### src/rtl/mips_lite_multicycle.sv
// Multicycle MIPS-lite core: FETCH/DECODE/EXEC/MEM/WB FSM sharing one req/ready word-memory port.
// 3-5 cycles per instruction plus one per memory wait cycle; FETCH/MEM hold their request until mem_ready.
module mips_lite_multicycle #(
    parameter int          ADDR_W   = 8,
    parameter logic [27:0] RESET_PC = 28'h0
) (
    input  logic              i_clk,
    input  logic              i_reset,
    output logic              o_mem_req,
    output logic              o_mem_we,
    output logic [ADDR_W-1:0] o_mem_addr,
    output logic [31:0]       o_mem_wdata,
    input  logic [31:0]       i_mem_rdata,
    input  logic              i_mem_ready,
    output logic [ADDR_W-1:0] o_pc,
    output logic              o_halted,
    output logic              o_trap,
    output logic [31:0]       o_instret,
    input  logic [4:0]        i_dbg_sel,
    output logic [31:0]       o_dbg_data
);
    localparam logic [2:0] S_FETCH  = 3'd0;
    localparam logic [2:0] S_DECODE = 3'd1;
    localparam logic [2:0] S_EXEC   = 3'd2;
    localparam logic [2:0] S_MEM    = 3'd3;
    localparam logic [2:0] S_WB     = 3'd4;
    localparam logic [2:0] S_HALT   = 3'd5;

    localparam logic [5:0] OP_R    = 6'h00;
    localparam logic [5:0] OP_J    = 6'h02;
    localparam logic [5:0] OP_BEQ  = 6'h04;
    localparam logic [5:0] OP_ADDI = 6'h08;
    localparam logic [5:0] OP_LW   = 6'h23;
    localparam logic [5:0] OP_SW   = 6'h2B;
    localparam logic [5:0] OP_HALT = 6'h3F;

    localparam logic [5:0] FN_ADD = 6'h20;
    localparam logic [5:0] FN_SUB = 6'h22;
    localparam logic [5:0] FN_AND = 6'h24;
    localparam logic [5:0] FN_OR  = 6'h25;
    localparam logic [5:0] FN_SLT = 6'h2A;

    logic [2:0]        r_state;
    logic [ADDR_W-1:0] r_pc;
    logic [31:0]       r_ir, r_a, r_b, r_imm, r_alu, r_mdr, r_instret;
    logic              r_trap;
    logic [31:0]       r_regs [32];

    logic [5:0]        w_op, w_funct;
    logic [4:0]        w_rs, w_rt, w_rd, w_wb_dst;
    logic              w_fire, w_legal;
    logic [31:0]       w_alu_res, w_wb_dat;
    logic [ADDR_W-1:0] w_br_target, w_j_target;

    assign w_op    = r_ir[31:26];
    assign w_rs    = r_ir[25:21];
    assign w_rt    = r_ir[20:16];
    assign w_rd    = r_ir[15:11];
    assign w_funct = r_ir[5:0];

    // Request is gated by reset so a ready arriving alongside reset never completes a transfer.
    assign o_mem_req   = !i_reset && (r_state == S_FETCH || r_state == S_MEM);
    assign w_fire      = o_mem_req && i_mem_ready;
    assign o_mem_we    = (r_state == S_MEM) && (w_op == OP_SW);
    assign o_mem_addr  = (r_state == S_MEM) ? {r_alu[ADDR_W-1:2], 2'b00} : r_pc;
    assign o_mem_wdata = r_b;

    assign o_pc       = r_pc;
    assign o_halted   = (r_state == S_HALT);
    assign o_trap     = r_trap;
    assign o_instret  = r_instret;
    assign o_dbg_data = (i_dbg_sel == 5'd0) ? 32'd0 : r_regs[i_dbg_sel];

    // r_pc already holds PC+4 when EXEC resolves a branch.
    assign w_br_target = r_pc + {r_imm[ADDR_W-3:0], 2'b00};
    assign w_j_target  = {r_ir[ADDR_W-3:0], 2'b00};
    assign w_wb_dst    = (w_op == OP_R) ? w_rd : w_rt;
    assign w_wb_dat    = (w_op == OP_LW) ? r_mdr : r_alu;

    always_comb begin
        w_legal = 1'b0;
        case (w_op)
            OP_R: begin
                case (w_funct)
                    FN_ADD, FN_SUB, FN_AND, FN_OR, FN_SLT: w_legal = 1'b1;
                    default:                               w_legal = 1'b0;
                endcase
            end
            OP_J, OP_BEQ, OP_ADDI, OP_LW, OP_SW: w_legal = 1'b1;
            default:                             w_legal = 1'b0;
        endcase
    end

    always_comb begin
        w_alu_res = r_a + r_imm;
        if (w_op == OP_R) begin
            case (w_funct)
                FN_SUB:  w_alu_res = r_a - r_b;
                FN_AND:  w_alu_res = r_a & r_b;
                FN_OR:   w_alu_res = r_a | r_b;
                FN_SLT:  w_alu_res = ($signed(r_a) < $signed(r_b)) ? 32'd1 : 32'd0;
                default: w_alu_res = r_a + r_b;
            endcase
        end
    end

    always_ff @(posedge i_clk) begin
        if (i_reset) begin
            r_state   <= S_FETCH;
            r_pc      <= RESET_PC[ADDR_W-1:0];
            r_ir      <= '0;
            r_a       <= '0;
            r_b       <= '0;
            r_imm     <= '0;
            r_alu     <= '0;
            r_mdr     <= '0;
            r_instret <= '0;
            r_trap    <= 1'b0;
            for (int i = 0; i < 32; i++) r_regs[i] <= '0;
        end else begin
            case (r_state)
                S_FETCH: begin
                    if (w_fire) begin
                        r_ir    <= i_mem_rdata;
                        r_pc    <= r_pc + ADDR_W'(4);
                        r_state <= S_DECODE;
                    end
                end
                S_DECODE: begin
                    r_a   <= r_regs[w_rs];
                    r_b   <= r_regs[w_rt];
                    r_imm <= {{16{r_ir[15]}}, r_ir[15:0]};
                    if (w_op == OP_HALT) begin
                        r_state <= S_HALT;
                    end else if (!w_legal) begin
                        r_state <= S_HALT;
                        r_trap  <= 1'b1;
                    end else begin
                        r_state <= S_EXEC;
                    end
                end
                S_EXEC: begin
                    case (w_op)
                        OP_R, OP_ADDI: begin
                            r_alu   <= w_alu_res;
                            r_state <= S_WB;
                        end
                        OP_LW, OP_SW: begin
                            r_alu   <= w_alu_res;
                            r_state <= S_MEM;
                        end
                        OP_BEQ: begin
                            if (r_a == r_b) r_pc <= w_br_target;
                            r_instret <= r_instret + 32'd1;
                            r_state   <= S_FETCH;
                        end
                        default: begin
                            r_pc      <= w_j_target;
                            r_instret <= r_instret + 32'd1;
                            r_state   <= S_FETCH;
                        end
                    endcase
                end
                S_MEM: begin
                    if (w_fire) begin
                        if (w_op == OP_SW) begin
                            r_instret <= r_instret + 32'd1;
                            r_state   <= S_FETCH;
                        end else begin
                            r_mdr   <= i_mem_rdata;
                            r_state <= S_WB;
                        end
                    end
                end
                S_WB: begin
                    if (w_wb_dst != 5'd0) r_regs[w_wb_dst] <= w_wb_dat;
                    r_instret <= r_instret + 32'd1;
                    r_state   <= S_FETCH;
                end
                S_HALT: begin
                    r_state <= S_HALT;
                end
                default: begin
                    r_state <= S_HALT;
                end
            endcase
        end
    end
endmodule
### config.mk
export PLATFORM = sky130hd
export DESIGN_NAME = mips_lite_multicycle
export DESIGN_NICKNAME = d
export VERILOG_FILES = /design/src/rtl/mips_lite_multicycle.sv
export SDC_FILE = /design/constraint.sdc
export NUM_CORES = 2
export LEC_CHECK = 0
export BUFFER_PORTS_ARGS = -buffer_cell sky130_fd_sc_hd__buf_2
export CAP_MARGIN = 0
export CORE_MARGIN = 2
export CORE_UTILIZATION = 51
export DETAILED_ROUTE_END_ITERATION = 6
export GPL_TIMING_DRIVEN = 0
export MAX_ROUTING_LAYER = met4
export PLACE_DENSITY = 0.73
export SLEW_MARGIN = 10
export SYNTH_ARGS = -nofsm -noshare
export SYNTH_HDL_FRONTEND = slang
export SYNTH_SLANG_ARGS = --single-unit
### constraint.sdc
create_clock -name i_clk -period 9.71 [get_ports i_clk]
set_clock_uncertainty 0.1 [all_clocks]
set_input_delay 0.4855 -clock i_clk [delete_from_list [all_inputs] [get_ports i_clk]]
set_output_delay 0.4855 -clock i_clk [all_outputs]
set_load 0.05 [all_outputs]
# After elaboration in Yosys (flattened, before gate mapping)

Memories as Yosys holds them, arrays and structs flattened. A register that Yosys moved wholly into a read port is not among the register bits.
Index checks and enable logic that the tools add are counted.

Bits in registers: 156
RAM bits: 1024
Input bits: 40
Output and inout bits: 116
Logic and storage cells: 100
Memories: 1

Memory list:

| name   | depth | width | read ports | clocked after Yosys merged registers in | write ports | RTL line | text |
|---|---|---|---|---|---|---|---|
| r_regs | 32    | 32    | 3          | 2                                       | 32          | 47       | `logic [31:0] r_regs [32];` |

Add/subtract/negate cells: 6
Order comparisons: 1
Equality and inequality tests: 22
Mux-type cells: 33
Bitwise gates (word level): 5
Reductions and logical operators: 24

Operator list:

| operator                                      | count |
|---|---|
| two-way mux 32 bit                            | 7 |
| one-hot mux 32 bit (4 select lines)           | 1 |
| one-hot mux 32 bit (3 select lines)           | 1 |
| adder 32 bit                                  | 2 |
| == test 6 bit, second input constant          | 8 |
| adder 32 x 1 -> 32 bit, second input constant | 1 |
| bitwise AND 32 bit                            | 1 |
| == test 32 bit                                | 1 |
| < comparator 32 bit                           | 1 |
| OR 32 bit                                     | 1 |
| one-hot mux 8 bit (2 select lines)            | 2 |
| OR reduction 32 bit                           | 1 |
| subtractor 32 bit                             | 1 |
| two-way mux 8 bit                             | 3 |
| two-way mux 3 bit                             | 5 |
| one-hot mux 3 bit (5 select lines)            | 1 |
| two-way mux 5 bit                             | 2 |
| OR reduction 5 bit                            | 2 |
| two-way mux 1 bit                             | 9 |
| adder 8 x 3 -> 8 bit, second input constant   | 1 |
| adder 8 bit                                   | 1 |
| AND reduction 4 bit                           | 2 |
| == test 3 x 2 -> 1 bit, second input constant | 2 |
| == test 3 bit, second input constant          | 2 |
| other kinds (23)                              | 33 |

# Logic depth before layout (Yosys ltp)

Word-level depth: 9
Mapped depth: 13
Gate-level depth less buffers: 12

# Worst setup path after synthesis

Ideal clock, no wire load.

Kind: input to output
Start point: input i_dbg_sel[0]
End point: output o_dbg_data[10]
Arrival: 2.807 ns
Required time: 9.125 ns
Path slack: 6.318 ns
Stages on the path: 7
Buffers on the path: 3
Path through: clkbuf_1 > buf_2 > buf_1 > mux4_2 > mux4_2 > mux2i_1 > nor2_1

Cells in the longest elaborated chain, start to end: 2
Elaborated cells on any way between the ends: 3
Those cells by class: 1 x mux; 1 x reduce/logical; 1 x memory

RTL lines:

| what                                                           | RTL line | text |
|---|---|---|
| start, declared                                                | 19       | `input logic [4:0] i_dbg_sel,` |
| memory (32 x 32 bit) / zero test 5 bit (equally long branches) | n/a      |  |
| two-way mux 32 bit (*)                                         | 72       | `assign o_dbg_data = (i_dbg_sel == 5'd0) ? 32'd0 : r_regs[i_dbg_sel];` |
| end, declared                                                  | 20       | `output logic [31:0] o_dbg_data` |

Every way passes the cells marked *; elsewhere a longest branch is shown, timed or not.

==> results.toml <==
[die]
initial_core_util_pct = 51.4
die_area_um2 = 150000
fp.coreArea_um2 = 146000
io_pins = 156
die_w_um = 387
die_y_um = 387
rows = 140

[sta]
fin_tns_setup_ps = 0
tightest_slew_ps = 1540
relSlewSlack_pct = -2.50
post-route-period-util_pct = 59.6
period_needed_ps = 5780
drv_slew = 11
fmax_ghz = 0.173
rsz0062_at_grt = "no"
setup_viol = 0
hold_viol_final = 0

[clock_network]
htreeDepth = 4
cts_hold_buf = 33
post_cts_buffers = 0
cts_buffers = 140
clkSlewWorstSetupHoldPaths_ps = 60
cts_buffer_depth = 3
ctsResizeCount = 0
root_buffer = "clkbuf_16"
cts_tree = "built"
clock-sinks = 1242
clk_latency_ps = 840

[pwr]
p_switching_mw = 4.61
ir_drop_mv = 0.203
cell_internal_pwr_mw = 10.1
power.leakage_nw = 27.3
seq_power_share_pct = 42.2
p_per_area_nw_per_um2 = 176
power_mw = 14.7
p_sw_share_pct = 31.3
pwr-share-clk_pct = 36.9
p_comb_share_pct = 21.0

[route]
vias = 60718
avgRoutedWirePerCell_um = 40.0
drcViolationCount = 108
drt_first_iter_violations = 11039
ant_nets = 0
dr.pass1.iters = 7
routed_via_density = 7.50
routed_wl_um = 324000

[place]
port_buffers = 148
dp_hpwl_um = 233000
place.gp.congestion = 1.08

[worst_setup_path]
crit_required_ps = 10050
crit_type = "flip-flop to flip-flop"
critPathMaxFanout = 32
startpoint_type = "flip-flop"
cp.arrival_ps = 6120
crit_path_end_kind = "flip-flop"

[yosys]
ys_seq_area_share_pct = 47.0
syn_area_um2 = 74800
synth_most_common_cell = "nor2_1"
syn_area_per_cell_um2 = 13.2
ys_seq_elements = 1242
ys_warn_count = 0
synth_common_cells = "nor2_1 (1241), edfxtp_1 (1024), mux4_2 (960)"
yosys_most_used_dff = "edfxtp_1"
synth_area_leaders = "edfxtp_1 (41%), mux4_2 (29%), nor2_1 (6.2%)"
netlist_instances = 5683
synthArstFlopShare_pct = 0
synth_top_area_share_pct = 41.1
synth_edf_count = 1024
ys_types = 95
yosysTopAreaCell = "edfxtp_1"

[final_layout]
drive_gt1_share_pct = 24.3
area_growth_pct = 11.6
n_fill_cell = 11625
nets = 6230
final_core_util_pct = 57.3

[global_routing]
gr-usage-met2_pct = 63.8
grt_max_degree = 33
antenna_found_initial = 10
grt-ovfl-total = 0
met3_usage_pct = 19.6
top_usage_layer = "met2"
grt_pass1_vias = 58098
use_met1_pct = 49.1
grt_first_pass_wirelength_um = 440000
gr-usage-all-layers_pct = 44.0

[status]
failed_checks = "design-rule violations, max-capacitance violations, max-slew violations"
status = "finished with violations"

[flow_run]
drv_cap = 1

[worst_hold_path]
holdCritPathClass = "input pin to flip-flop"
## routing by layer
metal / wire length (um) / share of wire (%)
met1: 97600 / 30
met2: 142000 / 44
met3: 56300 / 17
met4: 28400 / 8.8
met5: 0 / 0
## power groups by stage
| stage | Sequential [mW] | Combinational, mW | Clock [mW] |
|---|---|---|---|
| 2_1_floorplan | 6.28 | 1.82 | 0 |
| 3_3_place_gp | 6.29 | 2.89 | 0 |
| 3_5_place_dp | 6.30 | 2.92 | 0 |
| 4_1_cts | 6.19 | 2.95 | 5.33 |
| 5_1_grt | 6.22 | 3.14 | 5.52 |
| 6_report | 6.20 | 3.09 | 5.42 |
## worst max-delay path, cell delays in order (launching register included)
cell and delay (ps):
dfxtp_1 310, clkbuf_1 600, clkbuf_1 950, buf_1 910
nand3_1 150, a21oi_1 780, nand2_1 620, nand2b_4 890
## flip-flops by register name, summed over array words and instances, names as in the netlist
| signal | cells |
|---|---|
| r_a | 32 |
| r_state | 3 |
| o_mem_wdata | 32 |
| r_regs | 1024 |
| r_alu | 32 |
| r_imm | 16 |
| o_trap | 1 |
| r_ir | 32 |
| r_mdr | 32 |
| o_instret | 32 |
| o_pc | 6 |
## logic make-up (layout without fill, tap and decap cells)
kind of cell	after synthesis	after routing	share of synthesized area, %
XOR/XNOR	57	57	0.668
AND/OR/NAND/NOR	1827	1827	10.0
multiplexers	1098	1098	30.8
AO/OA/AOI/OAI	655	655	5.72
buffers and inverters	665	1109	3.49
flip-flops	1242	1242	47.0
adder cells (fa/ha/maj)	138	138	2.35
other	1	48	0.00501
## layout by cell type, fill, tap and decap left out, drive strengths merged, types with 134 or more instances in the layout
master / netlist / final
nand2: 321 / 321
mux4: 960 / 960
a21oi: 225 / 225
mux2i: 138 / 138
clkbuf: 415 / 618
nor2: 1243 / 1243
ha: 134 / 134
buf: 135 / 285
edfxtp: 1024 / 1024
dfxtp: 218 / 218
## final timing paths
check | from | endpoint | slack (ps) | cells past startpoint
max | r_ir[17]$_SDFFE_PP0P_ | r_regs[7][9]$_SDFFCE_PN0P_ | 3930 | 7
min | i_reset | r_alu[28]$_SDFFE_PP0P_ | 70 | 3
max reg2reg | r_ir[17]$_SDFFE_PP0P_ | r_regs[7][9]$_SDFFCE_PN0P_ | 3930 | 7
min reg2reg | r_ir[6]$_SDFFE_PP0P_ | r_ir[6]$_SDFFE_PP0P_ | 360 | 2
## area by class of cell
cell class | count | area [um2] | area share (%)
buffer | 550 | 2240 | 2.68
multi-input combinational | 3811 | 37400 | 44.9
sequential | 1242 | 35100 | 42.1
clock inverter | 58 | 598 | 0.717
timing repair buffer | 192 | 1270 | 1.53
tap | 1917 | 2400 | 2.88
antenna | 12 | 30.0 | 0.0360
inverter | 115 | 432 | 0.517
clock buffer | 194 | 3920 | 4.69
## stage by stage
stage	instance area [um2]	cells	setup slack [ps]	hold WS, ps
after global routing	83400	8088	4290	83.8
final	83400	8091	3930	70.7
after global placement	78000	7783	3060	341
after floorplan	74900	5718	6320	332
after CTS	83300	8077	4590	25.0
after detailed placement	78500	7792	4610	347
Note: power is estimated with default switching activity, not from simulation.
